===== config.mk =====
export PLATFORM = sky130hd
export DESIGN_NAME = block_float_rounder
export DESIGN_NICKNAME = d
export VERILOG_FILES = /design/src/rtl/block_float_rounder.sv
export SDC_FILE = /design/constraint.sdc
export NUM_CORES = 1
export LEC_CHECK = 0
export CAP_MARGIN = 20
export CORE_ASPECT_RATIO = 0.6
export CORE_MARGIN = 5
export CORE_UTILIZATION = 35
export CTS_BUF_LIST = sky130_fd_sc_hd__clkbuf_16
export DETAILED_ROUTE_END_ITERATION = 8
export HOLD_SLACK_MARGIN = 0.05
export PLACE_DENSITY = 0.58
export SLEW_MARGIN = 10
export SYNTH_ARGS = -nofsm -noshare
export SYNTH_HDL_FRONTEND = slang
export SYNTH_SLANG_ARGS = --single-unit
export TNS_END_PERCENT = 30

===== constraint.sdc =====
create_clock -name clk -period 3 [get_ports clk]
set_clock_uncertainty 0.15 [all_clocks]
set_input_delay 0.9 -clock clk [delete_from_list [all_inputs] [get_ports clk]]
set_output_delay 0.9 -clock clk [all_outputs]
set_load 0.01 [all_outputs]

===== src/rtl/block_float_rounder.sv =====
// block_float_rounder: block-floating-point rounder sharing one headroom-derived offset across channels
module block_float_rounder #(
  parameter int IWIDTH = 16,
  parameter int OWIDTH = 10,
  parameter int CHANNELS = 2,
  parameter int BLKLEN = 4,
  parameter SIGNREP = "SIGNED",
  localparam int OFFW = $clog2(IWIDTH - OWIDTH + 1)
) (
  input  logic                         clk,
  input  logic                         rst,
  input  logic                         auto_ena,
  input  logic [OFFW-1:0]              man_offset,
  input  logic                         i_valid,
  input  logic [CHANNELS*IWIDTH-1:0]   i_data,
  output logic                         o_valid,
  output logic                         o_sob,
  output logic [OFFW-1:0]              o_offset,
  output logic [CHANNELS*OWIDTH-1:0]   o_data
);
  localparam int MAXOFF = IWIDTH - OWIDTH;
  localparam bit SGN = (SIGNREP == "SIGNED");
  localparam int CW = $clog2(BLKLEN);
  localparam int TOP = SGN ? IWIDTH - 2 : IWIDTH - 1;
  localparam logic [OFFW-1:0] MAXO = OFFW'(MAXOFF);
  localparam logic [IWIDTH:0] HALF = (IWIDTH + 1)'(1) << (MAXOFF - 1);
  localparam logic [OWIDTH-1:0] SATV = {OWIDTH{1'b1}} >> SGN;

  // Run of bits below the sign (or from the top when unsigned) that match the sign, clipped at MAXOFF
  function automatic logic [OFFW-1:0] headroom(input logic [IWIDTH-1:0] x);
    logic run;
    logic [OFFW-1:0] h;
    run = 1'b1;
    h = '0;
    for (int k = 0; k < MAXOFF; k++) begin
      run = run & (x[TOP-k] == (SGN & x[IWIDTH-1]));
      h = h + OFFW'(run);
    end
    return h;
  endfunction

  logic [CW-1:0] cnt;
  logic [OFFW-1:0] off, acc, blk_min, man_clip;
  logic last;
  logic [CHANNELS-1:0][IWIDTH-1:0] din, s1_data;
  logic [CHANNELS-1:0][OFFW-1:0] hr;
  logic [CHANNELS-1:0][OWIDTH-1:0] rnd;
  logic s1_valid, s1_sob;
  logic [OFFW-1:0] s1_off;

  assign din = i_data;
  assign last = cnt == CW'(BLKLEN - 1);
  assign man_clip = man_offset > MAXO ? MAXO : man_offset;

  for (genvar g = 0; g < CHANNELS; g++) begin : g_ch
    logic [IWIDTH:0] sum;
    assign hr[g] = headroom(din[g]);
    assign sum = {1'b0, s1_data[g]} + HALF;
    assign rnd[g] = (SGN ? ~s1_data[g][IWIDTH-1] & sum[IWIDTH-1] : sum[IWIDTH]) ? SATV : sum[IWIDTH-1 -: OWIDTH];
  end

  // Running minimum headroom including the current beat
  always_comb begin
    blk_min = acc;
    for (int c = 0; c < CHANNELS; c++) blk_min = hr[c] < blk_min ? hr[c] : blk_min;
  end

  // Beat counter, headroom accumulator and offset update at block end
  always_ff @(posedge clk or posedge rst) begin
    if (rst) begin
      cnt <= '0;
      off <= '0;
      acc <= MAXO;
    end else if (i_valid) begin
      cnt <= last ? '0 : cnt + 1'b1;
      acc <= last ? MAXO : blk_min;
      if (last) off <= auto_ena ? blk_min : man_clip;
    end
  end

  // Stage 1: normalise each sample by the active offset
  always_ff @(posedge clk or posedge rst) begin
    if (rst) begin
      s1_valid <= 1'b0;
      s1_sob <= 1'b0;
      s1_off <= '0;
      s1_data <= '0;
    end else begin
      s1_valid <= i_valid;
      s1_sob <= i_valid & (cnt == '0);
      if (i_valid) begin
        s1_off <= off;
        for (int c = 0; c < CHANNELS; c++) s1_data[c] <= din[c] << off;
      end
    end
  end

  // Stage 2: register rounded, saturated samples; data and offset hold between beats
  always_ff @(posedge clk or posedge rst) begin
    if (rst) begin
      o_valid <= 1'b0;
      o_sob <= 1'b0;
      o_offset <= '0;
      o_data <= '0;
    end else begin
      o_valid <= s1_valid;
      o_sob <= s1_valid & s1_sob;
      if (s1_valid) begin
        o_offset <= s1_off;
        o_data <= rnd;
      end
    end
  end
endmodule


== Word-level counts from Yosys, hierarchy flattened ==
Cells that the tools add are included.
Storage, ports and cells
  bits in registers: 70
  input port bits: 39
  output and inout port bits: 25
  logic and storage cells: 69
Cells by class
  $add $sub $neg: 13
  magnitude comparators: 3
  equal/unequal tests: 13
  shift-type cells: 2
  multiplexer cells: 8
  bitwise operators: 16
  reductions and logical operators: 2
Operators by type and width (number)
  $add A16 B6 Y16 const B: 2
  $shl A16 B3 Y16: 2
  $mux W10: 2
  $add A3 B1 Y3: 6
  $mux W3: 5
  $and A1 B1 Y1: 14
  $eq A1 B1 Y1: 12
  $add A2 B1 Y3: 2
  $lt A3 B3 Y1: 2
  $add A1 B1 Y2: 2
  $gt A3 B3 Y1 const B: 1
  $add A2 B1 Y2 const B: 1
  $eq A2 B2 Y1 const B: 1
  $logic_not A2 Y1: 1
  $mux W2: 1
  $not A1 Y1: 2
  $reduce_and A2 Y1: 1

== Depth between registers and ports, before layout ==
Gate-level depths: netlist (run 1).
  depth in word-level cells: 12
  depth in mapped cells: 20
  mapped depth without buffers: 19

== Worst setup path before layout (run 1) ==
No wires, ideal clock.
  kind: input port to flip-flop
  start point: input port i_data[15]
  end point: register off[1]
  library setup time: 0.131 ns
  arrival: 4.955 ns
  required time: 2.719 ns
  setup slack: -2.237 ns
  stages: 19
  buffers on the path: 1
  cell sequence: clkbuf_1 -> or3_1 -> nand2_1 -> o21ai_0 -> nand2b_1 -> fa_1 -> inv_1 -> ha_1 -> fa_1 -> ha_1 -> a21oi_1 -> o21ai_0 -> mux2_2 -> inv_1 -> ha_1 -> or3_1 -> or3_1 -> a211oi_1 -> nor3_1
On the way
  longest elaborated chain between the ends: 12
  elaborated cells between the ends (all ways): 21
  classes of those cells: 5 x add/sub; 2 x order compare; 6 x eq/ne; 3 x mux; 5 x bitwise
RTL lines
  start: declaration: line 15  | input logic [CHANNELS*IWIDTH-1:0] i_data,
  $eq A1 B1 Y1: line 36  | run = run & (x[TOP-k] == (SGN & x[IWIDTH-1]));
  $and A1 B1 Y1: line 36
  $add A1 B1 Y2 or $and A1 B1 Y1 (tied branches): line 37, 36
  $add A2 B1 Y3 or $and A1 B1 Y1 (tied branches): line 37, 36
  $add A3 B1 Y3 or $and A1 B1 Y1 (tied branches) (2 in a row): line 37, 36
  $add A3 B1 Y3 *: line 37  | h = h + OFFW'(run);
  $lt A3 B3 Y1: line 65  | for (int c = 0; c < CHANNELS; c++) blk_min = hr[c] < blk_min ? hr[c] : blk_min;
  $mux W3 *: line 65
  $lt A3 B3 Y1: line 65
  $mux W3 *: line 65
  $mux W3 *: line 77  | if (last) off <= auto_ena ? blk_min : man_clip;
  end signal: assignment: line 77
  end: declaration: line 43  | logic [OFFW-1:0] off, acc, blk_min, man_clip;
Mark *: on every way between the ends. The rest lies on a longest branch, timed or not.
A chain may end at the register's enable or synchronous reset.

== Worst setup path in the final report (run 1) ==
Ends and elaborated chain as after synthesis.

==> results of run 1 <==
==> kinds of logic after synthesis <==
kind of cell | Yosys count | synth area share [%]
xor gates and xnor gates | 19 | 4.18
DFF | 60 | 37.7
AOI/OAI and AO/OA | 93 | 13.9
muxes | 58 | 15.9
and+or+nand+nor | 141 | 16.9
buffers and inverters | 49 | 5.93
adders and majority gates | 15 | 5.46
==> worst max-delay path by stage <==
stage          startpoint      to  slack [ns]  depth (start not counted)
2_1_floorplan  i_data[15]  off[1]       -1.80                         19
3_3_place_gp   i_data[13]  off[1]       -2.23                         19
3_5_place_dp   i_data[13]  off[0]       -2.34                         20
4_1_cts        i_data[14]  off[1]       -1.80                         19
5_1_grt        i_data[15]  off[1]       -1.73                         19
6_report       i_data[15]  off[1]       -1.62                         19
==> state kept, by name (all words and copies together) (netlist names) <==
| name | cells |
|---|---|
| o_valid | 1 |
| s1_valid | 1 |
| cnt | 2 |
| acc | 3 |
| s1_data | 22 |
| off | 3 |
| o_offset | 3 |
| o_sob | 1 |
| s1_off | 3 |
| s1_sob | 1 |
| o_data | 20 |
==> repair_timing <==
action	CTS	global route
endpoints found under the setup margin	6	6
cloned	0	0
setup buffers	1	0
pin swaps	15	12
gates resized for setup	33	9
==> layer usage <==
layer  track usage (%)  up-vias  wire length (microns)
met5                 0        -                      0
met4              3.10        0                     76
met3              3.86        9                    650
met2              23.7       93                   4580
met1              22.7     1684                   5110
li1                  -     1716                      -
==> through the flow <==
step	TNS, ns	power [mW]	area, sq um
finish	-8.92	4.96	5420
detailed placement	-13.60	3.86	5040
global placement	-12.82	3.83	5040
global route	-9.72	5.32	5420
floorplan	-9.79	3.05	4070
CTS	-9.50	4.97	5410
==> layout make-up <==
cell class	count	area [sq um]	share of cell area, %
Clock buffer	9	225	4.15
Clock inverter	7	81.3	1.50
Inverter	23	88.8	1.64
Multi-Input combinational cell	326	2390	44.0
Sequential cell	60	1500	27.7
Tap cell	144	180	3.32
Timing Repair Buffer	104	957	17.6
==> synthesized netlist by cell type (3+ instances only) <==
cell      number  area share (%)
inv_1         21             2.0
buf_2          5            0.63
a21oi_1       43             5.4
and2_1         5            0.78
fa_1           4             2.0
a31oi_1        5            0.78
nor2_1        52             4.9
xor2_1        11             2.4
xnor2_1        8             1.8
nand2b_1       5            0.78
mux2_2        13             3.7
clkbuf_1      14             1.3
buf_4          3            0.57
o21ai_0       17             2.1
nor2b_1        3            0.47
nand4_1        4            0.63
nand3_1       15             1.9
mux4_2         3             1.7
nand2_1       32             3.0
nor3_1         7            0.88
ha_1          11             3.5
dfrtp_1       58              36
a211oi_1       8             1.5
o211ai_1       4            0.75
o21a_1         7             1.3
or3_1          3            0.47
mux2i_1       42              11
==> power by group <==
part | switching, mW | internal (mW)
combinational | 1.20 | 1.19
clock | 0.336 | 0.713
sequential | 0.325 | 1.19
==> placed cells by master, fill, tap and decap left out, drive strengths merged, types with 5 or more instances in the layout <==
cell type,count
a211oi,8
a21oi,45
a31oi,5
and2,5
buf,45
clkbuf,11
clkdlybuf4s50,56
clkinv,5
dfrtp,58
ha,11
inv,23
mux2,13
mux2i,42
nand2,32
nand2b,5
nand3,17
nor2,52
nor3,7
o21a,7
o21ai,17
xnor2,8
xor2,11
==> out/metrics.cfg, run 1 <==
[status]
status=complete, but fails checks
violations=negative setup slack

[synthesis]
synth_area_sq_mm=0.00399
netlist_instances=435
post_synth_num_cell_types=46
ys_seq_area_share_pct=37.7
yosys_register_bits=60
synth_ff_type=dfrtp_1
syn_nets=489
async_flop_share_pct=100
ys_warn_count=0
synth_edf_count=0
avgSynthCellArea_sq_um=9.16

[grt]
antenna_found_initial=0
grt_max_degree=60
gr-usage-all-layers_pct=15.6
grt_overflow_total=0
grt_pass1_vias=3418
grt_pass1_wl_mm=17.2

[timing]
setup_viol=6
relSlewSlack_pct=59.8
post-route-period-util_pct=154
rsz0062_at_grt=yes
slew_viol_final=0
fin_ws_ns=-1.62
tightest_slew_ns=0.603
fmax_mhz=217
post-route-min-period_ns=4.62
hold_viol=0
hold_ws_ns=0.308

[detailed_routing]
routed_wl_mm=10.4
routedWlPerCell_microns=15.5
drcViolationCount=0
firstDrtPassIters=4
num_vias=3502
postRouteAntennaNets=0
drtIter0Drc=147
viasPerCell=5.20

[worst_setup_path]
reg2reg_depth=11
path_buf_inv=3
worstReg2RegEnd=off[1]
crit_family=simple AND/OR/NAND/NOR gates
worstPathMaxFanout=4
crit_slowest_cell=fa_2
slowest_delay_ns=0.57
worstSetupPathType=primary input to flop
cp-start-kind=primary input
cp-end-kind=flop
cp_data_arrival_time_ns=4.71
reg2reg_from=acc[2]
cp_cell_sequence=buf_8 > or3_4 > nand2_4 > o21ai_4 > nand2b_4 > fa_1 > inv_1 > ha_2 > fa_2 > ha_4 > nand2_2 > o21ai_2 > mux2_4 > inv_4 > ha_4 > or3_1 > or3_4 > nor4b_4 > nor3_1
rrSetupSlack_ns=0.26
worstPathRequired_ns=3.09

[clock_network]
clock_path_buffers=2
numCtsBuffers=9
cts_tree=yes
clock_latency_ns=0.32
htree_levels=3
holdBufCountCts=0
clkSlewWorstSetupHoldPaths_ns=0.05
root_buffer=clkbuf_16
cts_sinks=60

[cells_and_area]
fin_util_pct=48.3
stdcell_count=673
final_nets=578
antenna-diode-count=0
fillers=1018
layout-drive-gt1-share_pct=20.8
area_delta_synth_final_pct=36.1

[hold_path]
min_from=s1_sob
hold_class=flop to flop
min_to=o_sob
holdPathStages=1

[floorplanning]
ios=64
core_area_sq_mm=0.0112
fp-row-count=30
dieArea_sq_mm=0.0137
initial_core_util_pct=35.5
die_w_microns=148
fp.dieH_microns=92.7

[power_and_ir_drop]
p_leak_nw=2.31
p_per_area_mw_per_mm2=914
peakVddDrop_mv=0.350

[placed_design]
dp_cells=656
post-place-ws_ns=-2.34
dp_hpwl_mm=8.10
io_buffers=63
gp_congestion=0.875

[job]
maxCapViolations=0

Power figures use the tool's default switching activity.
==> run 2, diff against run 1 <==
--- a/config.mk
+++ b/config.mk
@@ -7,7 +7,6 @@
 export LEC_CHECK = 0
 export CAP_MARGIN = 20
 export CORE_ASPECT_RATIO = 0.6
-export CORE_MARGIN = 5
 export CORE_UTILIZATION = 35
 export CTS_BUF_LIST = sky130_fd_sc_hd__clkbuf_16
 export DETAILED_ROUTE_END_ITERATION = 8
==> run 2 against run 1 <==
Effect of this change: the run still ends with negative setup slack left; worst hold slack gained 0.0030 ns; global-route usage grew 2.7 points; routed wire length shrank 1.2%; via count down 0.49%; worst setup slack better by 0.015 ns; maximum frequency is 0.33% higher; combinational power about the same; critical path depth is the same; critical endpoint unchanged; largest cell class unchanged.
==> out/metrics.cfg, run 2 (synthesis results as in run 1) <==
[status]
status=complete, but fails checks  ; unchanged
violations=negative setup slack  ; unchanged

[floorplanning]
dieArea_sq_mm=0.0118  ; was 0.0137 sq mm
initial_core_util_pct=36.9  ; was 35.5%
fp-row-count=29  ; was 30
ios=64  ; unchanged
core_area_sq_mm=0.0108  ; was 0.0112 sq mm
fp.dieH_microns=84.7  ; was 92.7 microns
die_w_microns=140  ; was 148 microns

[clock_network]
numCtsBuffers=9  ; unchanged
cts_tree=yes  ; unchanged
holdBufCountCts=0  ; unchanged
htree_levels=3  ; unchanged
root_buffer=clkbuf_16  ; unchanged
clock_path_buffers=2  ; unchanged
cts_sinks=60  ; unchanged
clkSlewWorstSetupHoldPaths_ns=0.05  ; about the same
clock_latency_ns=0.32  ; about the same

[cells_and_area]
area_delta_synth_final_pct=35.8  ; was 36.1%
layout_commonest_cell=dfrtp_1  ; unchanged
top_regs=s1_data: 22 flops, o_data: 20 flops  ; unchanged
regMostFlops=s1_data  ; unchanged
fillers=1009  ; was 1018
layout-drive-gt1-share_pct=21.4  ; was 20.8%
largest_reg_flops=22  ; unchanged
stdcell_count=668  ; was 673
layout_common_cells=dfrtp_1, clkdlybuf4s50_1, nor2_1  ; unchanged
antenna-diode-count=0  ; unchanged
final_nets=578  ; unchanged

[timing]
fin_ws_ns=-1.60  ; was -1.62 ns
post-route-min-period_ns=4.60  ; was 4.62 ns
relSlewSlack_pct=55.8  ; was 59.8%
hold_viol=0  ; unchanged
fin_setup_tns_ns=-8.98  ; was -8.92 ns
rsz0062_at_grt=yes  ; unchanged
setup_viol=6  ; unchanged
fmax_mhz=217  ; about the same
post-route-period-util_pct=153  ; was 154%
slew_viol_final=0  ; unchanged
tightest_slew_ns=0.663  ; was 0.603 ns

[power_and_ir_drop]
peakVddDrop_mv=0.381  ; was 0.350 mV
p_int_mw=2.92  ; was 3.09 mW
clkPwrFrac_pct=18.0  ; was 21.2%
p_switching_mw=1.86  ; was 1.87 mW
swShare_pct=38.9  ; was 37.6%
p_comb_share_pct=50.4  ; was 48.4%
p_leak_nw=2.32  ; was 2.31 nW
seq_power_share_pct=31.6  ; was 30.5%
p_per_area_mw_per_mm2=884  ; was 914 mW/mm^2

[worst_setup_path]
worstPathMaxFanout=4  ; unchanged
worstPathRequired_ns=3.05  ; was 3.09 ns
path_buf_inv=3  ; unchanged
worstSetupPathType=primary input to flop  ; unchanged
cp-end-kind=flop  ; unchanged
slowest_delay_ns=0.48  ; was 0.57 ns
cp-start-kind=primary input  ; unchanged
crit_slowest_cell=fa_1  ; was fa_2
cp_data_arrival_time_ns=4.66  ; was 4.71 ns
cp_cell_sequence=buf_8 > or3_4 > nand2_4 > o21ai_4 > nand2b_4 > fa_1 > inv_1 > ha_2 > fa_2 > ha_4 > nand2_2 > o21ai_2 > mux2_4 > inv_2 > ha_4 > or3_1 > or3_4 > a211oi_2 > nor3_2  ; was buf_8 > or3_4 > nand2_4 > o21ai_4 > nand2b_4 > fa_1 > inv_1 > ha_2 > fa_2 > ha_4 > nand2_2 > o21ai_2 > mux2_4 > inv_4 > ha_4 > or3_1 > or3_4 > nor4b_4 > nor3_1
rrSetupSlack_ns=0.22  ; was 0.26 ns
crit_family=adder cells  ; was simple AND/OR/NAND/NOR gates

[detailed_routing]
viasPerCell=5.22  ; was 5.20
drcViolationCount=0  ; unchanged
postRouteAntennaNets=0  ; unchanged
routed_wl_mm=10.3  ; was 10.4 mm
drtIter0Drc=184  ; was 147
routedWlPerCell_microns=15.4  ; was 15.5 microns
firstDrtPassIters=4  ; unchanged
num_vias=3485  ; was 3502

[placed_design]
gp_congestion=0.878  ; was 0.875
dp_hpwl_mm=7.71  ; was 8.10 mm
dp_cells=648  ; was 656
io_buffers=63  ; unchanged

[grt]
grt_pass1_vias=3409  ; was 3418
grt_max_degree=60  ; unchanged
gr-usage-all-layers_pct=18.4  ; was 15.6%
grt_overflow_total=0  ; unchanged
antenna_found_initial=0  ; unchanged
grt_pass1_wl_mm=17.1  ; was 17.2 mm

[hold_path]
hold_class=flop to flop  ; unchanged

[job]
maxCapViolations=0  ; unchanged

run 2: power by group through the flow:
stage	clock, mW	sequential, mW	combinational (mW)
after floorplan	0	1.49	1.56
after global placement	0	1.52	2.29
after detailed placement	0	1.53	2.31
after CTS	0.882	1.52	2.38
after global routing	0.928	1.57	2.65
final	0.860	1.51	2.41
run 2: area by class of cell:
cell class | instances | area, sq um | area share [%]
well taps | 139 | 174 | 3.21
multi-input cells | 326 | 2430 | 45.0
repair buffers | 104 | 961 | 17.8
flip-flops and latches | 60 | 1500 | 27.8
clock buffers | 9 | 225 | 4.16
inverters | 23 | 86.3 | 1.60
clock inverters | 7 | 26.3 | 0.486
run 2: path summary, 6_finish.rpt:
check,from,endpoint,cells past startpoint
worst max-delay path,i_data[15],off[1],19
worst min register to register,s1_sob,o_sob,1
worst max register to register,acc[2],off[1],11
max in group asynchronous,rst,acc[2],3
worst min-delay path,s1_sob,o_sob,1
min in group asynchronous,rst,s1_sob,2
run 2: stage by stage:
stage / instance area (sq um) / setup slack, ns / utilization (%) / total power [mW] / hold WS, ns
CTS: 5360 / -1.75 / 49.5 / 4.78 / 0.310
floorplan: 4070 / -1.80 / - / 3.05 / 0.202
global placement: 5010 / -2.23 / 46.4 / 3.81 / 0.301
global route: 5410 / -1.79 / 50.0 / 5.15 / 0.336
detailed placement: 5010 / -2.39 / 46.4 / 3.84 / 0.296
finish: 5410 / -1.60 / 50.0 / 4.78 / 0.311
run 2: what timing repair did:
action,in CTS,in global routing
endpoints found under the setup margin,6,6
pin swaps,11,12
resized for setup,34,15
hold endpoints to repair,0,0
gates cloned,0,0
buffers inserted,4,0
run 2: routing by layer:
| metal | routed length (microns) | up-vias | share of wire (%) | GRT usage (%) |
|---|---|---|---|---|
| met1 | 5150 | 1678 | 50 | 26.1 |
| li1 | - | 1697 | - | - |
| met3 | 628 | 16 | 6.1 | 6.22 |
| met5 | 0 | - | 0 | 0 |
| met2 | 4360 | 94 | 42 | 26.7 |
| met4 | 153 | 0 | 1.5 | 4.50 |
